**config.mk**
```make
export PLATFORM = sky130hd
export DESIGN_NAME = map_scroll_ctrl
export DESIGN_NICKNAME = d
export VERILOG_FILES = /design/src/rtl/map_scroll_ctrl_pkg.sv /design/src/rtl/map_scroll_ctrl_edge_detect.sv /design/src/rtl/map_scroll_ctrl.sv
export SDC_FILE = /design/constraint.sdc
export NUM_CORES = 1
export LEC_CHECK = 0
export CAP_MARGIN = 20
export CORE_UTILIZATION = 26
export CTS_CLUSTER_SIZE = 24
export DETAILED_ROUTE_END_ITERATION = 16
export HOLD_SLACK_MARGIN = 0.08
export PLACE_DENSITY = 0.41
export SETUP_SLACK_MARGIN = 0.02
export SYNTH_ARGS = -nofsm -noshare
export SYNTH_HDL_FRONTEND = slang
export SYNTH_SLANG_ARGS = --single-unit
```
**constraint.sdc**
```tcl
create_clock -name clk -period 5.05 [get_ports clk]
set_clock_uncertainty 0.2 [all_clocks]
set_input_delay 1.01 -clock clk [delete_from_list [all_inputs] [get_ports clk]]
set_output_delay 1.01 -clock clk [all_outputs]
set_load 0.05 [all_outputs]
```
**src/rtl/map_scroll_ctrl_pkg.sv**
```systemverilog
// Shared scroll types: direction encoding, scroll FSM states and offset width.
package map_scroll_ctrl_pkg;

  localparam int MAP_OFS_W = 8;

  typedef enum logic [1:0] {
    DIR_NONE  = 2'b00,
    DIR_RIGHT = 2'b01,
    DIR_LEFT  = 2'b10
  } dir_e;

  typedef enum logic [1:0] {
    IDLE   = 2'd0,
    ACCEL  = 2'd1,
    CRUISE = 2'd2
  } state_e;

  // A requested speed of zero still scrolls one column per frame.
  function automatic logic [2:0] eff_speed_f(input logic [2:0] speed);
    return (speed == 3'd0) ? 3'd1 : speed;
  endfunction

endpackage

```
**src/rtl/map_scroll_ctrl_edge_detect.sv**
```systemverilog
// Rising-edge detector: one-cycle pulse on the cycle a synchronous input goes high.
module map_scroll_ctrl_edge_detect (
  input  logic clk,
  input  logic rst_n,
  input  logic sig,
  output logic rise
);

  logic sig_q;

  always_ff @(posedge clk or negedge rst_n) begin
    if (!rst_n) sig_q <= 1'b0;
    else        sig_q <= sig;
  end

  assign rise = sig & ~sig_q;

endmodule

```
**src/rtl/map_scroll_ctrl.sv**
```systemverilog
// Frame-synchronous horizontal scroll controller for the map renderer.
// Optional build macro MAP_SCROLL_AUTO_EN enables slow auto-scroll while idle.
module map_scroll_ctrl
  import map_scroll_ctrl_pkg::*;
#(
  parameter int MAX_OFS    = 255,
  parameter int ACC_FRAMES = 4,
  parameter int AUTO_DIV   = 8
) (
  input  logic                 clk,
  input  logic                 rst_n,
  input  logic                 vblnk,
  input  logic [1:0]           scroll_dir,
  input  logic [2:0]           speed,
  input  logic                 pause,
  input  logic                 load_en,
  input  logic [7:0]           load_val,
  output logic [MAP_OFS_W-1:0] map_ofset,
  output logic                 frame_tick,
  output logic                 at_left,
  output logic                 at_right,
  output logic                 moving,
  output logic                 load_busy
);

  localparam int CW = (ACC_FRAMES > 1) ? $clog2(ACC_FRAMES) : 1;
  localparam logic [MAP_OFS_W-1:0] MAX_V = MAP_OFS_W'(MAX_OFS);

  if (MAX_OFS < 1 || MAX_OFS > 255 || ACC_FRAMES < 1 || AUTO_DIV < 1) begin : g_bad_param
    $error("map_scroll_ctrl: illegal parameter value");
  end

  logic                 frame_edge;
  state_e               state, state_nxt;
  logic [2:0]           step, step_nxt;
  logic [CW-1:0]        cnt, cnt_nxt;
  dir_e                 dir_q, dir_nxt;
  dir_e                 dir_in;
  logic                 dir_valid;
  logic [2:0]           eff_speed;
  logic [MAP_OFS_W-1:0] ofs_nxt;
  logic [MAP_OFS_W-1:0] load_q, load_sel;
  logic                 load_busy_q;
  logic [MAP_OFS_W:0]   sum;

  map_scroll_ctrl_edge_detect u_vblnk_edge (
    .clk   (clk),
    .rst_n (rst_n),
    .sig   (vblnk),
    .rise  (frame_edge)
  );

`ifdef MAP_SCROLL_AUTO_EN
  localparam int AW = (AUTO_DIV > 1) ? $clog2(AUTO_DIV) : 1;
  logic [AW-1:0] auto_cnt, auto_nxt;
`endif

  always_comb begin
    dir_valid = (scroll_dir == DIR_RIGHT) || (scroll_dir == DIR_LEFT);
    dir_in    = (scroll_dir == DIR_LEFT) ? DIR_LEFT : DIR_RIGHT;
    eff_speed = eff_speed_f(speed);
    load_sel  = load_en ? load_val : load_q;
    state_nxt = state;
    step_nxt  = step;
    cnt_nxt   = cnt;
    dir_nxt   = dir_q;
    ofs_nxt   = map_ofset;
    sum       = '0;
`ifdef MAP_SCROLL_AUTO_EN
    auto_nxt  = auto_cnt;
`endif
    if (load_en || load_busy_q) begin
      ofs_nxt   = (load_sel > MAX_V) ? MAX_V : load_sel;
      state_nxt = IDLE;
      step_nxt  = '0;
      cnt_nxt   = '0;
`ifdef MAP_SCROLL_AUTO_EN
      auto_nxt  = '0;
`endif
    end else if (!pause) begin
      case (state)
        IDLE: begin
          if (dir_valid) begin
            state_nxt = ACCEL;
            step_nxt  = 3'd1;
            cnt_nxt   = '0;
            dir_nxt   = dir_in;
          end
        end
        ACCEL: begin
          if (!dir_valid) begin
            state_nxt = IDLE;
            step_nxt  = '0;
            cnt_nxt   = '0;
          end else if (dir_in != dir_q) begin
            step_nxt = 3'd1;
            cnt_nxt  = '0;
            dir_nxt  = dir_in;
          end else if (step >= eff_speed) begin
            // Speed was lowered under the current step while accelerating.
            step_nxt  = eff_speed;
            state_nxt = CRUISE;
          end else begin
            if (cnt == CW'(ACC_FRAMES - 1)) begin
              step_nxt = step + 3'd1;
              cnt_nxt  = '0;
            end else begin
              cnt_nxt = cnt + CW'(1);
            end
            if (step_nxt == eff_speed) state_nxt = CRUISE;
          end
        end
        CRUISE: begin
          if (!dir_valid) begin
            state_nxt = IDLE;
            step_nxt  = '0;
            cnt_nxt   = '0;
          end else if (dir_in != dir_q) begin
            state_nxt = ACCEL;
            step_nxt  = 3'd1;
            cnt_nxt   = '0;
            dir_nxt   = dir_in;
          end else if (eff_speed < step) begin
            step_nxt = eff_speed;
          end else if (eff_speed > step) begin
            state_nxt = ACCEL;
            cnt_nxt   = '0;
          end
        end
        default: begin
          state_nxt = IDLE;
          step_nxt  = '0;
          cnt_nxt   = '0;
        end
      endcase

      // Move by the freshly updated step; reaching a map limit ends the scroll.
      if (state_nxt != IDLE) begin
        if (dir_nxt == DIR_RIGHT) begin
          sum = {1'b0, map_ofset} + {6'd0, step_nxt};
          if (sum >= {1'b0, MAX_V}) begin
            ofs_nxt   = MAX_V;
            state_nxt = IDLE;
            step_nxt  = '0;
            cnt_nxt   = '0;
          end else begin
            ofs_nxt = sum[MAP_OFS_W-1:0];
          end
        end else begin
          if (map_ofset <= {5'd0, step_nxt}) begin
            ofs_nxt   = '0;
            state_nxt = IDLE;
            step_nxt  = '0;
            cnt_nxt   = '0;
          end else begin
            ofs_nxt = map_ofset - {5'd0, step_nxt};
          end
        end
      end

`ifdef MAP_SCROLL_AUTO_EN
      if (state == IDLE && !dir_valid) begin
        if (auto_cnt == AW'(AUTO_DIV - 1)) begin
          auto_nxt = '0;
          if (map_ofset < MAX_V) ofs_nxt = map_ofset + 8'd1;
        end else begin
          auto_nxt = auto_cnt + AW'(1);
        end
      end else begin
        auto_nxt = '0;
      end
`endif
    end
  end

  // Load handshake: load_en is a one-cycle strobe that captures load_val and
  // raises load_busy from the next cycle until the frame edge consumes it; a
  // later strobe overwrites the captured value, and a strobe on the edge cycle
  // is applied at that edge without raising load_busy.
  always_ff @(posedge clk or negedge rst_n) begin
    if (!rst_n) begin
      state       <= IDLE;
      step        <= '0;
      cnt         <= '0;
      dir_q       <= DIR_NONE;
      map_ofset   <= '0;
      frame_tick  <= 1'b0;
      load_q      <= '0;
      load_busy_q <= 1'b0;
    end else begin
      frame_tick <= frame_edge;
      if (load_en) load_q <= load_val;
      if (frame_edge) begin
        state       <= state_nxt;
        step        <= step_nxt;
        cnt         <= cnt_nxt;
        dir_q       <= dir_nxt;
        map_ofset   <= ofs_nxt;
        load_busy_q <= 1'b0;
      end else if (load_en) begin
        load_busy_q <= 1'b1;
      end
    end
  end

`ifdef MAP_SCROLL_AUTO_EN
  always_ff @(posedge clk or negedge rst_n) begin
    if (!rst_n)          auto_cnt <= '0;
    else if (frame_edge) auto_cnt <= auto_nxt;
  end
`endif

  assign at_left   = (map_ofset == '0);
  assign at_right  = (map_ofset == MAX_V);
  assign moving    = (state != IDLE);
  assign load_busy = load_busy_q;

endmodule
```
==> results.py <==
metrics = {
    "run_status": {
        "status": "finished with violations",
        "violations": "DRC",
    },
    "placement": {
        "place_inst": 443,
        "gp_congestion": 0.785,
        "numPortBuffers": 30,
        "hpwl_um": 5640,
    },
    "floorplanning": {
        "rows": 34,
        "ios": 31,
        "die_area_sq_um": 9540,
        "dieHeight_um": 97.7,
        "start_util": 0.270,
        "fp.dieW_um": 97.7,
        "core_area_sq_um": 8810,
    },
    "synthesis": {
        "syn_area_sq_um": 2380,
        "synth_area_leader_cell": "dfrtp_1",
        "synth_ff_type": "dfrtp_1",
        "synth_top_area_share": 0.294,
        "yosysWarnings": 0,
        "yosysSeqAreaShare": 0.294,
        "synthArstFlopShare": 1.00,
        "synthCells": 271,
        "ys_ff_latch": 28,
        "synthTopCellsByArea": "dfrtp_1 (29%), ha_1 (8.4%), nand2_1 (4.4%)",
        "synth_nets": 307,
        "avgSynthCellArea_sq_um": 8.78,
        "synth.distinct_cells": 66,
        "synth_edf_count": 0,
    },
    "min_path": {
        "worstHoldEndpoint": "load_q[6]$_DFF_PN0_",
        "worstHoldPathType": "reg -> reg",
        "min_path_cells": 1,
        "worstHoldStart": "load_q[6]$_DFF_PN0_",
    },
    "detailed_routing": {
        "drt_wl_total_um": 7550,
        "viasPerCell": 5.08,
        "post_drt_wl_per_cell_um": 16.6,
        "drc": 2,
        "drt-initial-drc-count": 45,
        "final_antenna_net_count": 0,
        "num_vias": 2308,
        "dr.pass1.iters": 10,
    },
    "final_layout": {
        "antennaDiodeCount": 0,
        "nets": 383,
        "nFillCells": 895,
        "drive_above_1_share": 0.355,
        "stdcell_count": 454,
        "syn_to_final_growth_pct": 46.2,
    },
    "critical_path": {
        "critPathArrivalTime_ps": 4900,
        "cp_slowest_cell": "clkdlybuf4s50_1",
        "critPathRequiredTime_ps": 5040,
        "worstReg2RegStart": "step[2]$_DFFE_PN0P_",
        "crit_type": "in -> reg",
        "crit_fanout": 4,
        "reg2reg_depth": 23,
        "path_buf_inv": 5,
        "crit_path_max_incr_delay_ps": 460,
        "critPathTopFamily": "compound AO/OA/AOI/OAI gates",
        "cpMostUsedCell": "buf_4",
        "crit_chain": "clkdlybuf4s50_1, inv_1, ha_2, or3b_4, and2_4, a211o_2, a21oi_2, a211oi_4, buf_4, ha_2, fa_2, nor2b_1, o21a_2, o311ai_4, nor3_2, buf_4, buf_4, nand2b_4, o41ai_2",
        "start_kind": "input port",
        "endpoint_kind": "flip-flop",
        "rrSetupSlack_ps": 630,
        "r2r_end": "step[1]$_DFFE_PN0P_",
    },
    "timing": {
        "worst_pin_slew_ps": 655,
        "fin_crit_sh": 0.974,
        "rsz0062_at_grt": "no",
        "min_period_ps": 4920,
        "setup-tns-final_ps": 0,
        "hold_violations": 0,
        "setup_viol": 0,
        "relSlewSlack": 0.559,
        "slew_violations": 0,
        "fmax_mhz": 203,
    },
    "cts": {
        "holdBufCountCts": 0,
        "tritoncts": "built",
        "root_buffer": "clkbuf_8",
        "cts_sinks": 28,
        "cts_buffer_depth": 2,
        "cts_inserted_buffers": 3,
        "path_clk_slew_ps": 100,
        "htree_num_levels": 1,
        "clock_latency_ps": 280,
    },
    "power": {
        "intPower_uw": 613,
        "p_leak_uw": 0.00147,
        "peakVddDrop_uv": 132,
        "swShare": 0.410,
        "comb_power_share": 0.523,
        "p_clk_frac": 0.174,
        "p_seq_frac": 0.303,
        "p_sw_uw": 425,
        "powerDensity_nw_per_um2": 298,
    },
    "global_routing": {
        "grt_pass1_wl_um": 12100,
        "grt-ovfl-total": 0,
        "grt_max_degree": 29,
        "antenna_found_initial": 0,
        "grt_util_all_layers": 0.159,
        "grt_pass1_vias": 2369,
    },
    "run": {
        "maxCapViolCount": 0,
    },
}
==> stage by stage <==
step	power (uW)	hold slack [ps]	worst slack (ps)	utilization	area, sq um
3_3_place_gp	786	284	-505	0.353	3110
3_5_place_dp	784	288	-549	0.353	3110
2_1_floorplan	592	266	58.3	-	2410
6_report	1040	306	133	0.395	3480
5_1_grt	1110	320	31.6	0.395	3480
4_1_cts	1010	314	27.7	0.377	3320
==> layout by cell type, fill, tap and decap left out, types with 3 or more instances in the layout <==
| cell | synthesis | routed |
|---|---|---|
| ha_4 | 0 | 3 |
| nand3_1 | 4 | 3 |
| nand2_1 | 28 | 27 |
| xor2_1 | 3 | 3 |
| clkbuf_8 | 0 | 3 |
| dfrtp_1 | 28 | 28 |
| mux2_2 | 9 | 9 |
| nand4_1 | 3 | 3 |
| ha_2 | 0 | 3 |
| xnor2_1 | 3 | 3 |
| inv_1 | 17 | 15 |
| nor3_1 | 6 | 5 |
| a32o_1 | 5 | 5 |
| ha_1 | 16 | 10 |
| a211o_1 | 3 | 3 |
| buf_4 | 2 | 53 |
| o31ai_1 | 9 | 7 |
| o21ai_1 | 1 | 4 |
| clkdlybuf4s50_1 | 0 | 27 |
| and3_1 | 5 | 3 |
| a21oi_1 | 14 | 10 |
| o21ai_0 | 8 | 4 |
| a211oi_2 | 0 | 3 |
| nor2_1 | 22 | 22 |
| a31oi_1 | 5 | 5 |
| o31ai_2 | 1 | 3 |
==> timing repair <==
action,in CTS,in global routing
gates cloned,0,0
gates resized for setup,22,34
setup buffers,4,4
pin swaps,7,21
endpoints found under the setup margin,15,15
==> registers in the layout, summed over array words and instances (netlist names), 2 cells and up <==
name and cells:
map_ofset 8, state 2, load_q 8, dir_q 2, cnt 2, step 3
==> cell usage after synthesis, types with 5 or more instances <==
cell type / count
a31oi_1: 5
o31ai_1: 9
mux2_2: 9
dfrtp_1: 28
nand2_1: 28
nor2_1: 22
clkbuf_1: 7
a21oi_1: 14
a32o_1: 5
a211oi_1: 5
ha_1: 16
and3_1: 5
o21ai_0: 8
inv_1: 17
nor3_1: 6
==> worst max-delay path by stage <==
| stage | start | endpoint | slack (ps) | depth (start not counted) |
|---|---|---|---|---|
| after floorplan | speed[1] | step[0]$_DFFE_PN0P_ | 60 | 19 |
| after global placement | speed[2] | map_ofset[2]$_DFFE_PN0P_ | -510 | 20 |
| after detailed placement | speed[2] | state[1]$_DFFE_PN0P_ | -550 | 21 |
| after CTS | speed[1] | map_ofset[6]$_DFFE_PN0P_ | 30 | 18 |
| after global routing | scroll_dir[0] | state[1]$_DFFE_PN0P_ | 30 | 19 |
| final | scroll_dir[0] | state[1]$_DFFE_PN0P_ | 130 | 19 |
==> area by class of cell <==
type / instances / area, sq um / area share
clock buffers: 3 / 41.3 / 0.0119
multi-input cells: 212 / 1790 / 0.514
inverters: 17 / 63.8 / 0.0183
well taps: 108 / 135 / 0.0388
clock inverters: 1 / 30.0 / 0.00863
flip-flops and latches: 28 / 701 / 0.201
repair buffers: 85 / 721 / 0.207
==> routing by layer <==
| layer | wire length [um] | track usage |
|---|---|---|
| met5 | 0 | 0 |
| met4 | 143 | 0.0326 |
| met3 | 154 | 0.0209 |
| met2 | 3910 | 0.295 |
| met1 | 3340 | 0.194 |
==> logic make-up after synthesis <==
logic type                 count (synthesis)  synth area share
muxes                                     10            0.0468
buffers and inverters                     31            0.0652
adders and majority gates                 18             0.101
and+or+nand+nor                           95             0.204
xor gates and xnor gates                   7            0.0315
DFF                                       28             0.294
AOI/OAI and AO/OA                         82             0.257
==> power groups by stage <==
stage          clock [uW]  sequential [uW]  combinational [uW]
2_1_floorplan           0              342                 249
6_report              181              314                 543
3_3_place_gp            0              314                 472
4_1_cts               190              311                 505
5_1_grt               197              319                 591
3_5_place_dp            0              313                 471
Note: power is estimated with default switching activity, not from simulation.
